### src/rtl/mips_ctrl_pkg.sv
// Shared encodings for the multi-cycle MIPS control unit: FSM states,
// opcode/funct values, ALU operation codes and next-PC source selects.
package mips_ctrl_pkg;

  typedef enum logic [2:0] {
    ST_FETCH  = 3'd0,
    ST_DECODE = 3'd1,
    ST_EXEC   = 3'd2,
    ST_MEM    = 3'd3,
    ST_WB     = 3'd4,
    ST_HALT   = 3'd5
  } state_e;

  // Primary opcodes (ins[31:26])
  localparam logic [5:0] OPC_RTYPE = 6'h00;
  localparam logic [5:0] OPC_J     = 6'h02;
  localparam logic [5:0] OPC_BEQ   = 6'h04;
  localparam logic [5:0] OPC_ADDI  = 6'h08;
  localparam logic [5:0] OPC_LW    = 6'h23;
  localparam logic [5:0] OPC_SW    = 6'h2B;

  // R-type funct codes (ins[5:0])
  localparam logic [5:0] FN_ADD = 6'h20;
  localparam logic [5:0] FN_SUB = 6'h22;
  localparam logic [5:0] FN_AND = 6'h24;
  localparam logic [5:0] FN_OR  = 6'h25;
  localparam logic [5:0] FN_SLT = 6'h2A;

  // ALU operation codes
  localparam logic [2:0] ALU_AND = 3'b000;
  localparam logic [2:0] ALU_OR  = 3'b001;
  localparam logic [2:0] ALU_ADD = 3'b010;
  localparam logic [2:0] ALU_SUB = 3'b110;
  localparam logic [2:0] ALU_SLT = 3'b111;

  // Next-PC source selects
  localparam logic [1:0] PC_SEL_SEQ    = 2'd0;
  localparam logic [1:0] PC_SEL_BRANCH = 2'd1;
  localparam logic [1:0] PC_SEL_JUMP   = 2'd2;

  // An instruction is legal when its opcode is supported and, for R-type,
  // the funct field names one of the supported ALU operations.
  function automatic logic instr_legal(input logic [5:0] opc, input logic rtype_ok);
    case (opc)
      OPC_RTYPE:                                 return rtype_ok;
      OPC_J, OPC_BEQ, OPC_ADDI, OPC_LW, OPC_SW:  return 1'b1;
      default:                                   return 1'b0;
    endcase
  endfunction

endpackage

### src/rtl/alu_op_decode.sv
// Combinational R-type funct to ALU operation decode, with a legality flag
// so the controller can trap unsupported funct codes.
module alu_op_decode
  import mips_ctrl_pkg::*;
(
  input  logic [5:0] funct,
  output logic [2:0] op,
  output logic       legal
);

  // Map funct to ALU op; unknown funct reports illegal
  always_comb begin
    // NOTE: every output gets a default before the case so no latch is inferred.
    op    = ALU_ADD;
    legal = 1'b1;
    case (funct)
      FN_ADD:  op = ALU_ADD;
      FN_SUB:  op = ALU_SUB;
      FN_AND:  op = ALU_AND;
      FN_OR:   op = ALU_OR;
      FN_SLT:  op = ALU_SLT;
      default: legal = 1'b0;
    endcase
  end

endmodule

### src/rtl/multi_cycle_ctrl.sv
// Multi-cycle MIPS control FSM: sequences FETCH/DECODE/EXEC/MEM/WB, bounds
// memory waits with a timeout, traps illegal instructions into a sticky HALT
// and counts retired instructions (one per PC update strobe).
module multi_cycle_ctrl
  import mips_ctrl_pkg::*;
#(
  parameter int CNT_W   = 16,
  parameter int MEM_TMO = 15
) (
  input  logic             clk,
  input  logic             rst,
  input  logic [31:0]      ins,
  input  logic             zero,
  input  logic             mem_rdy,
  output logic             RegDst,
  output logic             RegWrite,
  output logic             ALUSrc,
  output logic             Mem2Reg,
  output logic             MemRead,
  output logic             MemWrite,
  output logic [2:0]       op,
  output logic [1:0]       pc_sel,
  output logic             pc_we,
  output logic             halted,
  output logic [CNT_W-1:0] instr_cnt
);

  localparam int                WAIT_W    = (MEM_TMO > 0) ? $clog2(MEM_TMO + 1) : 1;
  localparam logic [WAIT_W-1:0] WAIT_LAST = WAIT_W'(MEM_TMO);

  state_e            state_q;
  logic [5:0]        opcode_q;
  logic [5:0]        funct_q;
  logic [WAIT_W-1:0] wait_q;
  logic [CNT_W-1:0]  cnt_q;
  logic [CNT_W-1:0]  cnt_d;
  logic [2:0]        r_op;
  logic              r_legal;
  logic              is_lw;

  // Only the opcode and funct fields steer control; the register and
  // immediate fields belong to the datapath.
  logic unused_ins;
  assign unused_ins = ^ins[25:6];

  assign is_lw = (opcode_q == OPC_LW);
  assign cnt_d = cnt_q + CNT_W'(1);

  alu_op_decode u_alu_op_decode (
    .funct (funct_q),
    .op    (r_op),
    .legal (r_legal)
  );

  // State sequencing, opcode/funct latch, memory wait counter, retire count
  always_ff @(posedge clk) begin
    // NOTE: sequential state uses non-blocking assignments so every register
    // sees the pre-edge value of the others.
    if (rst) begin
      state_q  <= ST_FETCH;
      opcode_q <= '0;
      funct_q  <= '0;
      wait_q   <= '0;
      cnt_q    <= '0;
    end else begin
      if (pc_we) cnt_q <= cnt_d;
      case (state_q)
        ST_FETCH: begin
          opcode_q <= ins[31:26];
          funct_q  <= ins[5:0];
          state_q  <= ST_DECODE;
        end
        ST_DECODE: state_q <= instr_legal(opcode_q, r_legal) ? ST_EXEC : ST_HALT;
        ST_EXEC: begin
          wait_q <= '0;
          case (opcode_q)
            OPC_RTYPE, OPC_ADDI: state_q <= ST_WB;
            OPC_LW, OPC_SW:      state_q <= ST_MEM;
            default:             state_q <= ST_FETCH;  // beq, j retire here
          endcase
        end
        ST_MEM: begin
          // mem_rdy on the last allowed cycle still wins over the timeout
          if (mem_rdy) begin
            wait_q  <= '0;
            state_q <= is_lw ? ST_WB : ST_FETCH;
          end else if (wait_q == WAIT_LAST) begin
            state_q <= ST_HALT;
          end else begin
            wait_q <= wait_q + WAIT_W'(1);
          end
        end
        ST_WB:   state_q <= ST_FETCH;
        ST_HALT: state_q <= ST_HALT;
        default: state_q <= ST_FETCH;
      endcase
    end
  end

  // Moore control decode from state and latched opcode/funct (beq reads zero)
  always_comb begin
    RegDst   = 1'b0;
    RegWrite = 1'b0;
    ALUSrc   = 1'b0;
    Mem2Reg  = 1'b0;
    MemRead  = 1'b0;
    MemWrite = 1'b0;
    op       = 3'b000;
    pc_sel   = PC_SEL_SEQ;
    pc_we    = 1'b0;
    halted   = 1'b0;
    case (state_q)
      ST_EXEC: begin
        case (opcode_q)
          OPC_RTYPE: begin
            RegDst = 1'b1;
            op     = r_op;
          end
          OPC_ADDI, OPC_LW, OPC_SW: begin
            ALUSrc = 1'b1;
            op     = ALU_ADD;
          end
          OPC_BEQ: begin
            op     = ALU_SUB;
            pc_we  = 1'b1;
            pc_sel = zero ? PC_SEL_BRANCH : PC_SEL_SEQ;
          end
          OPC_J: begin
            op     = ALU_ADD;
            pc_we  = 1'b1;
            pc_sel = PC_SEL_JUMP;
          end
          default: ;
        endcase
      end
      ST_MEM: begin
        ALUSrc   = 1'b1;
        op       = ALU_ADD;
        MemRead  = is_lw;
        MemWrite = !is_lw;
        pc_we    = mem_rdy && !is_lw;
      end
      ST_WB: begin
        RegWrite = 1'b1;
        RegDst   = (opcode_q == OPC_RTYPE);
        Mem2Reg  = is_lw;
        pc_we    = 1'b1;
      end
      ST_HALT: halted = 1'b1;
      default: ;
    endcase
  end

  assign instr_cnt = cnt_q;

endmodule

### config.mk
export PLATFORM = sky130hd
export DESIGN_NAME = multi_cycle_ctrl
export DESIGN_NICKNAME = d
export VERILOG_FILES = /design/src/rtl/mips_ctrl_pkg.sv /design/src/rtl/alu_op_decode.sv /design/src/rtl/multi_cycle_ctrl.sv
export SDC_FILE = /design/constraint.sdc
export NUM_CORES = 1
export LEC_CHECK = 0
export BUFFER_PORTS_ARGS = -buffer_cell sky130_fd_sc_hd__buf_2
export CAP_MARGIN = 40
export CORE_UTILIZATION = 50
export DETAILED_ROUTE_END_ITERATION = 12
export PLACE_DENSITY = 0.84
export SKIP_CTS_REPAIR_TIMING = 1
export SYNTH_ARGS = -nofsm -noshare
export SYNTH_HDL_FRONTEND = slang
export SYNTH_SLANG_ARGS = --single-unit
### constraint.sdc
create_clock -name clk -period 3.8 [get_ports clk]
set_clock_uncertainty 0.1 [all_clocks]
set_input_delay 0.76 -clock clk [delete_from_list [all_inputs] [get_ports clk]]
set_output_delay 0.76 -clock clk [all_outputs]
set_load 0.03 [all_outputs]
==> results_dict.tcl <==
set metrics [dict create \
    grt_max_degree 36 \
    clk_latency_ns 0.28 \
    synth-xor-area-share_pct 4.91 \
    fin_crit_sh_pct 81.0 \
    fmax_mhz 325 \
    drcViolationCount 0 \
    io_pins 65 \
    synth_area_leaders "dfxtp_1 36%, a21oi_1 7.7%, nand2_1 6.9%" \
    power_frac_clock_pct 19.9 \
    synth-compound-area-share_pct 21.8 \
    p_seq_share_pct 41.5 \
    worst_slack_ns 0.722 \
    power_switching_mw 0.557 \
    via_per_inst 5.64 \
    startpoint_type "register" \
    synthesis.nets 282 \
    cts_tree "yes" \
    drt_iter0_drc 187 \
    synthDistinctLibCells 53 \
    antenna_found_initial 0 \
    hold_ws_ns 0.353 \
    async_reset_ff_share_pct 0 \
    dp_hpwl_mm 2.92 \
    cp_slowest_cell "a31oi_2" \
    htree_levels 2 \
    slew_headroom_pct 47.9 \
    dp_slack_ns 1.05 \
    initial_core_util_pct 52.8 \
    period_minus_slack_ns 3.08 \
    synth_top_area_share_pct 35.7 \
    netlist_instances 244 \
    synth_top_family_by_area "simple AND/OR/NAND/NOR gates" \
    yosys-mux-area-fraction_pct 0.574 \
    fp-row-count 22 \
    synth_edf_count 0 \
    grt_pass1_wl_mm 7.17 \
    n_antenna_cell 0 \
    vdd_drop_max_v 0.000291 \
    syn_area_sq_um 1960 \
    fin_area_sq_um 2280 \
    cp_max_fo 17 \
    worstMarginPinSlew_ns 0.779 \
    drive_gt1_share_pct 23.8 \
    fin_tns_setup_ns 0 \
    avgSynthCellArea_sq_um 8.04 \
    yosysMostFrequentCell "nand2_1" \
    ys.flop_type "dfxtp_1" \
    p_int_mw 0.771 \
    numCtsBuffers 5 \
    crit_type "reg2out" \
    pwr-share-comb_pct 38.6 \
    clock-sinks 35 \
    clockBufferDepth 2 \
    yosys.area_share.simple_pct 31.1 \
    path_cells "nor3b_4, a31oi_2, nand2_1, buf_2" \
    path_clk_slew_ns 0.06 \
    wl_per_cell_um 12.5 \
    coreArea_sq_um 3720 \
    maxCapViolations 0 \
    synth_top_area_cell "dfxtp_1" \
    rsz0062_at_grt "no" \
    hp-class "reg2reg" \
    port_buffers 44 \
    cp_data_required_time_ns 2.94 \
    grt.overflow.total 0 \
    utilization_pct 61.3 \
    crit_path_end_kind "output pin" \
    vias 1860 \
    arrival_ns 2.22 \
    powerDensity_nw_per_um2 584 \
    dr.pass1.iters 4 \
    area_growth_pct 16.1 \
    yosys_warnings 0 \
    final-hold-violation-count 0 \
    finalSetupViolations 0 \
    die_area_sq_um 4180 \
    leakage_nw 0.886 \
    grtUsageTotal_pct 22.1 \
    synth_adder_area_share_pct 1.28 \
    gp_congestion 0.884 \
    totalWireLength_mm 4.12 \
    switching_share_pct 41.9 \
    dieWidth_um 64.6 \
    max_stage_delay_ns 0.69 \
    die_h_um 64.6 \
    synthTopCellsByCount "36 x nand2_1, 35 x dfxtp_1, 30 x a21oi_1" \
    finalNetCount 320 \
    yosysSeqAreaShare_pct 35.7 \
    status "finished, final reports clean" \
    grt_pass1_vias 1631 \
    synth_seq_cells 35 \
    antenna_left 0 \
    root_buffer "clkbuf_8" \
    placed_cell_area_sq_um 2190 \
    maxSlewViolCount 0 \
]
[cell type report]
cell class	instances	area, sq um
flip-flops and latches	35	701
fillers	350	1440
repair buffers	46	235
clock buffers	6	82.6
clock inverters	1	5.00
well taps	48	60.1
multi-input cells	188	1170
inverters	6	22.5
[per-layer routing]
metal | GRT usage [%] | vias up | part of all wire, % | wire (um)
met2 | 35.9 | 49 | 45 | 1840
met1 | 27.2 | 848 | 47 | 1950
li1 | - | 954 | - | -
met3 | 5.81 | 9 | 6.0 | 246
met4 | 9.72 | 0 | 1.9 | 78
met5 | 0 | - | 0 | 0
[power groups by stage]
stage          Combinational [mW]  Sequential (mW)  Clock, mW
4_1_cts                     0.512            0.550      0.274
3_3_place_gp                0.504            0.555          0
5_1_grt                     0.580            0.566      0.291
6_report                    0.513            0.552      0.264
2_1_floorplan               0.468            0.496          0
3_5_place_dp                0.511            0.559          0
[worst max-delay path, delay by kind of cell, from the launching register on]
| kind | cells | cell delay [ns] |
|---|---|---|
| AOI/OAI and AO/OA | 1 | 0.69 |
| DFF | 1 | 0.67 |
| and+or+nand+nor | 2 | 0.34 |
| buffers and inverters | 1 | 0.23 |
[registers in the layout (all words and copies together), names as in the netlist]
register	cells
wait_q	4
opcode_q	6
funct_q	6
instr_cnt	16
state_q	3
[per-stage QoR]
stage | power [mW] | instances
3_3_place_gp | 1.06 | 323
6_report | 1.33 | 330
3_5_place_dp | 1.07 | 323
4_1_cts | 1.34 | 330
2_1_floorplan | 0.964 | 244
5_1_grt | 1.44 | 330
[layout by cell type, fill, tap and decap left out, types with 5 or more instances in the layout]
cell / count
nor2_1: 20
nand2_1: 36
clkbuf_8: 6
a211oi_2: 6
nor3_1: 9
buf_2: 44
a21oi_1: 30
dfxtp_1: 35
nand3_1: 9
xnor2_1: 10
and2_1: 5
inv_1: 6
[kinds of logic after synthesis]
| logic type | count (synthesis) |
|---|---|
| AOI/OAI and AO/OA | 61 |
| xor gates and xnor gates | 11 |
| adders and majority gates | 2 |
| buffers and inverters | 21 |
| DFF | 35 |
| muxes | 1 |
| and+or+nand+nor | 113 |
[path summary, 6_finish.rpt]
| kind | from | to | slack [ns] | cells after the start |
|---|---|---|---|---|
| worst max-delay path | state_q[0] | pc_we | 0.72 | 4 |
| worst min-delay path | funct_q[5] | funct_q[5] | 0.35 | 2 |
| worst max register to register | state_q[0] | instr_cnt[13] | 1.54 | 5 |
| worst min register to register | funct_q[5] | funct_q[5] | 0.35 | 2 |
Note: power is estimated with default switching activity, not from simulation.
